### config.mk
export PLATFORM = sky130hd
export DESIGN_NAME = miss_issue_sched_flat
export DESIGN_NICKNAME = d
export VERILOG_FILES = /design/src/rtl/miss_issue_sched_if.sv /design/src/rtl/miss_issue_sched.sv /design/src/flat_wrapper.sv
export SDC_FILE = /design/constraint.sdc
export NUM_CORES = 1
export LEC_CHECK = 0
export ABC_AREA = 1
export CAP_MARGIN = 20
export CORE_AREA = 2 2 132 121
export CTS_CLUSTER_DIAMETER = 60
export CTS_CLUSTER_SIZE = 14
export DETAILED_ROUTE_END_ITERATION = 10
export DIE_AREA = 0 0 134 123
export PLACE_DENSITY = 0.77
export SLEW_MARGIN = 20
export SYNTH_ARGS = -nofsm -noshare
export SYNTH_HDL_FRONTEND = slang
export SYNTH_SLANG_ARGS = --single-unit
### constraint.sdc
create_clock -name clk_i -period 13.7 [get_ports clk_i]
set_clock_uncertainty 0.2 [all_clocks]
set_input_delay 2.74 -clock clk_i [delete_from_list [all_inputs] [get_ports clk_i]]
set_output_delay 2.74 -clock clk_i [all_outputs]
set_load 0.01 [all_outputs]
### src/rtl/miss_issue_sched_if.sv
// Handshake bundle between the miss-detect stage, the miss scheduler and the refill port.
// The slave modport is the scheduler's view; the master modport is the requester/memory view.
//   alloc_*  : new miss request in, free-entry ready and assigned id out
//   issue_*  : entry presented to the memory port, accepted on vld & rdy
//   resp_*   : memory response id in, error pulse for responses that hit no in-flight entry
//   occ_cnt_o: number of occupied entries
interface miss_issue_sched_if #(
    parameter int unsigned PTR_W  = 3,
    parameter int unsigned ADDR_W = 32
);
    logic              alloc_vld_i;
    logic [ADDR_W-1:0] alloc_addr_i;
    logic              alloc_rdy_o;
    logic [PTR_W-1:0]  alloc_id_o;
    logic              issue_vld_o;
    logic [PTR_W-1:0]  issue_id_o;
    logic [ADDR_W-1:0] issue_addr_o;
    logic              issue_rdy_i;
    logic              resp_vld_i;
    logic [PTR_W-1:0]  resp_id_i;
    logic              resp_err_o;
    logic [PTR_W-1:0]  occ_cnt_o;

    modport slave (
        input  alloc_vld_i,
        input  alloc_addr_i,
        output alloc_rdy_o,
        output alloc_id_o,
        output issue_vld_o,
        output issue_id_o,
        output issue_addr_o,
        input  issue_rdy_i,
        input  resp_vld_i,
        input  resp_id_i,
        output resp_err_o,
        output occ_cnt_o
    );

    modport master (
        output alloc_vld_i,
        output alloc_addr_i,
        input  alloc_rdy_o,
        input  alloc_id_o,
        input  issue_vld_o,
        input  issue_id_o,
        input  issue_addr_o,
        output issue_rdy_i,
        output resp_vld_i,
        output resp_id_i,
        input  resp_err_o,
        input  occ_cnt_o
    );
endinterface

### src/rtl/miss_issue_sched.sv
// Miss-queue scheduler. Holds up to ENTRY_NUM outstanding misses, each FREE -> PEND -> INFL -> FREE.
// Pending entries are issued round-robin starting from a rotating read pointer; an entry presented
// to memory without acceptance is locked so id/addr stay stable until it fires. Responses free
// in-flight entries; a response for any other entry is dropped and flagged on resp_err_o.
// Ports:
//   clk_i  : clock, rising edge
//   rst_ni : synchronous active-low reset
//   bus    : miss_issue_sched_if slave modport (alloc / issue / resp handshakes, occupancy)
module miss_issue_sched #(
    parameter int unsigned ENTRY_NUM = 5,
    parameter int unsigned PTR_W     = 3,
    parameter int unsigned ADDR_W    = 32
) (
    input logic               clk_i,
    input logic               rst_ni,
    miss_issue_sched_if.slave bus
);

    localparam logic [1:0] StFree = 2'd0;
    localparam logic [1:0] StPend = 2'd1;
    localparam logic [1:0] StInfl = 2'd2;

    logic [1:0]        state_q [ENTRY_NUM];
    logic [1:0]        state_d [ENTRY_NUM];
    logic [ADDR_W-1:0] addr_q  [ENTRY_NUM];

    logic [PTR_W-1:0]  rd_ptr_q, rd_ptr_d;
    logic              lock_vld_q, lock_vld_d;
    logic [PTR_W-1:0]  lock_id_q, lock_id_d;
    logic              resp_err_q, resp_err_d;
    logic [PTR_W-1:0]  occ_q, occ_d;

    logic [ENTRY_NUM-1:0]   free_vec, pend_vec;
    logic [2*ENTRY_NUM-1:0] pend_dbl;
    logic [ENTRY_NUM-1:0]   pend_rot;

    logic              any_free;
    logic [PTR_W-1:0]  alloc_id;
    logic              alloc_rdy, alloc_fire;
    logic [PTR_W-1:0]  cand_id;
    logic              issue_vld, issue_fire;
    logic [PTR_W-1:0]  issue_id;
    logic [ADDR_W-1:0] issue_addr;
    logic              resp_hit;

    always_comb begin
        for (int i = 0; i < int'(ENTRY_NUM); i++) begin
            free_vec[i] = (state_q[i] == StFree);
            pend_vec[i] = (state_q[i] == StPend);
        end
    end

    // Lowest-index free entry takes the next allocation.
    always_comb begin
        any_free = 1'b0;
        alloc_id = '0;
        for (int i = int'(ENTRY_NUM) - 1; i >= 0; i--) begin
            if (free_vec[i]) begin
                any_free = 1'b1;
                alloc_id = PTR_W'(i);
            end
        end
    end

    assign alloc_rdy  = rst_ni & any_free;
    assign alloc_fire = alloc_rdy & bus.alloc_vld_i;

    // Rotate the pending vector so bit k is entry (rd_ptr + k) mod ENTRY_NUM; the lowest set bit
    // is then the round-robin candidate.
    assign pend_dbl = {pend_vec, pend_vec};
    assign pend_rot = ENTRY_NUM'(pend_dbl >> rd_ptr_q);

    always_comb begin
        logic           found;
        logic [PTR_W:0] sum;
        found   = 1'b0;
        sum     = '0;
        cand_id = '0;
        for (int k = 0; k < int'(ENTRY_NUM); k++) begin
            if (!found && pend_rot[k]) begin
                found = 1'b1;
                sum   = {1'b0, rd_ptr_q} + (PTR_W+1)'(k);
                if (sum >= (PTR_W+1)'(ENTRY_NUM)) begin
                    sum = sum - (PTR_W+1)'(ENTRY_NUM);
                end
                cand_id = sum[PTR_W-1:0];
            end
        end
    end

    assign issue_vld  = rst_ni & (lock_vld_q | (|pend_vec));
    assign issue_id   = lock_vld_q ? lock_id_q : cand_id;
    assign issue_fire = issue_vld & bus.issue_rdy_i;

    always_comb begin
        issue_addr = '0;
        for (int i = 0; i < int'(ENTRY_NUM); i++) begin
            if (issue_id == PTR_W'(i)) begin
                issue_addr = addr_q[i];
            end
        end
    end

    // Ids at or above ENTRY_NUM match no entry and therefore count as errors.
    always_comb begin
        resp_hit = 1'b0;
        for (int i = 0; i < int'(ENTRY_NUM); i++) begin
            if (bus.resp_id_i == PTR_W'(i) && state_q[i] == StInfl) begin
                resp_hit = 1'b1;
            end
        end
    end

    // Alloc, issue and resp can only ever target distinct entries, so the updates never collide.
    always_comb begin
        occ_d = '0;
        for (int i = 0; i < int'(ENTRY_NUM); i++) begin
            state_d[i] = state_q[i];
            if (alloc_fire && alloc_id == PTR_W'(i)) begin
                state_d[i] = StPend;
            end
            if (issue_fire && issue_id == PTR_W'(i)) begin
                state_d[i] = StInfl;
            end
            if (bus.resp_vld_i && resp_hit && bus.resp_id_i == PTR_W'(i)) begin
                state_d[i] = StFree;
            end
            if (state_d[i] != StFree) begin
                occ_d = occ_d + PTR_W'(1);
            end
        end
    end

    always_comb begin
        lock_vld_d = lock_vld_q;
        lock_id_d  = lock_id_q;
        rd_ptr_d   = rd_ptr_q;
        if (issue_vld && !bus.issue_rdy_i) begin
            lock_vld_d = 1'b1;
            lock_id_d  = issue_id;
        end else if (issue_fire) begin
            lock_vld_d = 1'b0;
            rd_ptr_d   = (issue_id == PTR_W'(ENTRY_NUM - 1)) ? '0 : issue_id + PTR_W'(1);
        end
    end

    assign resp_err_d = bus.resp_vld_i & ~resp_hit;

    always_ff @(posedge clk_i) begin
        if (!rst_ni) begin
            for (int i = 0; i < int'(ENTRY_NUM); i++) begin
                state_q[i] <= StFree;
            end
            rd_ptr_q   <= '0;
            lock_vld_q <= 1'b0;
            lock_id_q  <= '0;
            resp_err_q <= 1'b0;
            occ_q      <= '0;
        end else begin
            for (int i = 0; i < int'(ENTRY_NUM); i++) begin
                state_q[i] <= state_d[i];
            end
            rd_ptr_q   <= rd_ptr_d;
            lock_vld_q <= lock_vld_d;
            lock_id_q  <= lock_id_d;
            resp_err_q <= resp_err_d;
            occ_q      <= occ_d;
        end
    end

    // Payload storage needs no reset; it is only read while its entry is occupied.
    always_ff @(posedge clk_i) begin
        for (int i = 0; i < int'(ENTRY_NUM); i++) begin
            if (alloc_fire && alloc_id == PTR_W'(i)) begin
                addr_q[i] <= bus.alloc_addr_i;
            end
        end
    end

    assign bus.alloc_rdy_o  = alloc_rdy;
    assign bus.alloc_id_o   = alloc_id;
    assign bus.issue_vld_o  = issue_vld;
    assign bus.issue_id_o   = issue_id;
    assign bus.issue_addr_o = issue_addr;
    assign bus.resp_err_o   = resp_err_q;
    assign bus.occ_cnt_o    = occ_q;

endmodule

### src/flat_wrapper.sv
// flat-port wrapper written by rule: the top's interface ports become plain ports
module miss_issue_sched_flat 
#(
    parameter int unsigned ENTRY_NUM = 5,
    parameter int unsigned PTR_W     = 3,
    parameter int unsigned ADDR_W    = 32
)
  (clk_i, rst_ni, bus_alloc_vld_i, bus_alloc_addr_i, bus_alloc_rdy_o, bus_alloc_id_o, bus_issue_vld_o, bus_issue_id_o, bus_issue_addr_o, bus_issue_rdy_i, bus_resp_vld_i, bus_resp_id_i, bus_resp_err_o, bus_occ_cnt_o);
  miss_issue_sched_if #(.PTR_W(PTR_W), .ADDR_W(ADDR_W)) bus_i ();
  input logic clk_i;
  input logic rst_ni;
  input wire logic [$bits(bus_i.alloc_vld_i)-1:0] bus_alloc_vld_i;
  input wire logic [$bits(bus_i.alloc_addr_i)-1:0] bus_alloc_addr_i;
  output wire logic [$bits(bus_i.alloc_rdy_o)-1:0] bus_alloc_rdy_o;
  output wire logic [$bits(bus_i.alloc_id_o)-1:0] bus_alloc_id_o;
  output wire logic [$bits(bus_i.issue_vld_o)-1:0] bus_issue_vld_o;
  output wire logic [$bits(bus_i.issue_id_o)-1:0] bus_issue_id_o;
  output wire logic [$bits(bus_i.issue_addr_o)-1:0] bus_issue_addr_o;
  input wire logic [$bits(bus_i.issue_rdy_i)-1:0] bus_issue_rdy_i;
  input wire logic [$bits(bus_i.resp_vld_i)-1:0] bus_resp_vld_i;
  input wire logic [$bits(bus_i.resp_id_i)-1:0] bus_resp_id_i;
  output wire logic [$bits(bus_i.resp_err_o)-1:0] bus_resp_err_o;
  output wire logic [$bits(bus_i.occ_cnt_o)-1:0] bus_occ_cnt_o;
  assign bus_i.alloc_vld_i = bus_alloc_vld_i;
  assign bus_i.alloc_addr_i = bus_alloc_addr_i;
  assign bus_alloc_rdy_o = bus_i.alloc_rdy_o;
  assign bus_alloc_id_o = bus_i.alloc_id_o;
  assign bus_issue_vld_o = bus_i.issue_vld_o;
  assign bus_issue_id_o = bus_i.issue_id_o;
  assign bus_issue_addr_o = bus_i.issue_addr_o;
  assign bus_i.issue_rdy_i = bus_issue_rdy_i;
  assign bus_i.resp_vld_i = bus_resp_vld_i;
  assign bus_i.resp_id_i = bus_resp_id_i;
  assign bus_resp_err_o = bus_i.resp_err_o;
  assign bus_occ_cnt_o = bus_i.occ_cnt_o;
  miss_issue_sched #(.ENTRY_NUM(ENTRY_NUM), .PTR_W(PTR_W), .ADDR_W(ADDR_W)) u_core (.clk_i(clk_i), .rst_ni(rst_ni), .bus(bus_i));
endmodule
==> results by group <==
STA
  • Slew headroom: 36.1%
  • Slew Limit Fails: 0
  • Minimum clock period: 8610 ps
  • Tcrit/Tclk final: roughly 63%
  • Unrepaired setup endpoints after global routing: no
  • Final hold slack: 356 ps
  • # setup viols final: 0
  • Worst Tran Pin Value: around 960 ps
  • Worst Slack Setup Final: around 5000 ps
  • Max Clk Rate: between 100 and 150 MHz
  • Setup_tns: 0 ps
  • Final Hold Fails: 0

Setup path
  • R2R Setup Slk: approximately 7000 ps
  • CP Capture Type: primary output
  • Buf+Inv Stages, Crit Path: 6
  • Most numerous cell on the critical path: inv_1
  • WP data required: 10760 ps
  • Startpoint Class: register
  • Kind of critical path: reg2out
  • Reg2Reg Depth: 32
  • Critical path destination: bus_issue_addr_o[2]
  • Worst flop-to-flop path startpoint: u_core.rd_ptr_q[0]
  • CP Depth: 19
  • RR Endpoint: u_core.bus.occ_cnt_o[1]
  • Worst-path cell chain: inv_2, ha_1, inv_1, fa_1, o21bai_1, or2_2, a21oi_1, a221oi_1, nand3_1, nand3_1, and2_1, inv_1, ha_1, ha_2, inv_1, buf_8, o211ai_1, a31oi_1, clkdlybuf4s50_1
  • Worst EP arrival: ~5700 ps
  • Largest fanout on the critical path: 34
  • Critical path startpoint: u_core.rd_ptr_q[0]
  • Critical Path Max Stage Delay: 730 ps
  • CP top delay family: buffers and inverters
  • Critical Path Slowest Stage Cell: ha_2

Layout
  • Fill count: between 1000 and 1500
  • ANT cells: 0
  • Fraction of layout cells with a size suffix above 1: a little under a tenth
  • Syn-to-layout area delta: 19.4%
  • Design Area, Final: 0.00980 mm2
  • Final net count: 873

Floorplan
  • Die H: between 100 and 150 um
  • Core ar.: 0.0151 mm2
  • Die width: about 130 um
  • Die area: approximately 0.016 mm2
  • Starting Density: between 50% and 60%
  • Ports: 84
  • Row count: between 40 and 50

Clocking
  • TritonCTS clock tree: built
  • Post-CTS Resized: 0
  • Clk slew on worst S/H paths: approximately 70 ps
  • Postcts setup bufs: 0
  • CTS Root Cell: clkbuf_16
  • Clock tree buffer depth: 2
  • CTS Buf Count: 17
  • Number of H-tree levels: 4
  • Hold buffer count at cts: 0
  • Clock latency on the worst-skew pair: 430 ps
  • Clk sinks: 181

Yosys
  • XOR/XNOR Fraction of Synth Area: less than 1%
  • Syn_nets: ~800
  • Adder-cell area share of the yosys netlist: about 2.8%
  • Ys Warns: 0
  • Post-synthesis mux area share: 0%
  • Post-synthesis compound-gate area fraction: 8.96%
  • Syn_area_per_cell: approximately 11 um2
  • Largest family of logic cells by synthesized area: simple AND/OR/NAND/NOR gates
  • Synth Register Bits: 181
  • Synth Area in Simple Gates: approximately a fifth
  • Cells after Synth: approximately 740
  • Cell variety after synth: 44
  • Sequential share of the synthesized area: between 60% and 70%
  • Syn Std Cell Area: 0.00821 mm2

Detailed routing
  • Routed len/inst: 18.5 um
  • Iter 0 DRT Violations: roughly 730
  • Routed WL: between 15000 and 20000 um
  • Via-to-Cell Ratio: 5.85
  • TritonRoute pass-1 iters: 5
  • DRC Markers: 0
  • Remaining antenna violation count: 0
  • Via count: approximately 6000

GRT
  • Largest net degree at the start of global routing: 69
  • GR Util met2: 38.0%
  • Busiest grt layer: met2
  • Met1 Resource Use GR: 30.6%
  • Overall routing resource usage: 23.4%
  • Via count of the first global-routing pass: approximately 5900
  • Grt total ovfl: 0
  • M3 GR Usage: about 5.3%
  • First-pass GRT wire length: around 29000 um
  • Initial antenna violation count: 0

Job
  • Max cap viols: 0

Placement
  • Post-DP Area: 0.00918 mm2
  • Hpwl dp: between 10000 and 15000 um
  • Final Wtd Congestion: 0.885
  • Placement Setup Slack: about 5700 ps
  • Port Buffers: 83

Power
  • Overall power: between 0.0015 and 0.002 W
  • Peak VDD IR: approximately 0.14 mV
  • Power Dens Cells: 166 mW/mm2
  • Leakage Power: between 3 and 4 nW

Status
  • Status: completed

Hold path
  • HP Class: reg2reg
## cell usage after synthesis (all sizes together)
cell     instances  share of area [%]
a22o             2               0.21
xor2             7               0.75
o2111ai          1               0.11
a21o             1              0.091
a221oi           1               0.11
or2              1              0.076
dfxtp           21                5.1
a211oi           1              0.091
a21oi           15               0.91
buf             23                1.7
o21ai           18                1.2
nor3             7               0.43
a22oi            1              0.091
and2             2               0.15
nand2          138                7.1
clkbuf          12               0.55
o211ai          36                3.3
inv             50                2.3
nand3          115                7.4
ha              17                2.6
o221ai           1               0.11
nor4             1              0.076
nor2            71                3.7
a31oi           33                2.5
edfxtp         160                 59
o21bai           1              0.091
o22ai            1               0.15
nor3b            1              0.091
fa               1               0.24
nand4            2               0.23
## stage by stage
step	util [%]	instances
after global placement	60.6	996
after CTS	64.6	1028
after floorplan	-	741
final	64.8	1029
after detailed placement	60.7	997
after global routing	64.8	1029
## flip-flops by register name (all words and copies together), names as in the netlist
register / flops
u_core.addr_q: 160
u_core.state_q: 10
u_core.bus.occ_cnt_o: 3
u_core.lock_id_q: 3
u_core.rd_ptr_q: 3
u_core.bus.resp_err_o: 1
u_core.lock_vld_q: 1
## worst min-delay path by stage
stage                              startpoint             endpoint  slack, ps  cells past startpoint
after global routing      u_core.lock_id_q[2]  u_core.lock_id_q[2]        420                      2
after detailed placement  u_core.lock_id_q[1]  u_core.lock_id_q[1]        340                      2
after floorplan           u_core.lock_id_q[2]  u_core.lock_id_q[2]        300                      2
final                     u_core.lock_id_q[1]  u_core.lock_id_q[1]        360                      2
after global placement    u_core.lock_id_q[2]  u_core.lock_id_q[2]        330                      2
after CTS                 u_core.lock_id_q[1]  u_core.lock_id_q[1]        360                      2
## report_power, final
part	switching, W	total (W)	internal, W
Clock	0.000217	0.000491	0.000274
Sequential	0.00000708	0.000622	0.000615
Combinational	0.000284	0.000514	0.000230
Total	0.000508	0.00163	0.00112
## routing by layer
| metal | vias up | share of wire (%) |
|---|---|---|
| met3 | 44 | 6.9 |
| met5 | - | 0 |
| li1 | 2814 | - |
| met1 | 2889 | 43 |
| met4 | 0 | 2.5 |
| met2 | 271 | 48 |
## tightest hold or removal path: stages (launching register included)
cell and delay [ps]:
dfxtp_1 320, o21ai_0 80, a21oi_1 110
## cell families (layout without fill, tap and decap cells)
| kind of cell | Yosys count | count (layout) |
|---|---|---|
| fa+ha+maj | 18 | 18 |
| compound gates | 112 | 112 |
| simple gates | 338 | 338 |
| flops | 181 | 181 |
| buf+inv | 85 | 171 |
| xor+xnor | 7 | 7 |
## placed cells by master, fill, tap and decap left out, types with 13 or more instances in the layout
master           netlist  final
clkbuf_16              0     17
o211ai_1              36     36
edfxtp_1             160    160
clkdlybuf4s50_1        0     83
dfxtp_1               21     21
ha_1                  17     16
a31oi_1               33     33
nand3_1              108    108
nor2_1                66     65
nand2_1              124    124
inv_1                 44     42
o21ai_0               13     13
a21oi_1               15     15
## final cells by class
cell class                 instances  area (um2)  share of cell area [%]
multi-input combinational        475        2630                    26.9
clock inverter                    14         164                    1.67
inverter                          50         190                    1.94
sequential                       181        5230                    53.3
tap                              202         253                    2.58
clock buffer                      17         425                    4.34
timing repair buffer              90         911                    9.29
Power figures use the tool's default switching activity.
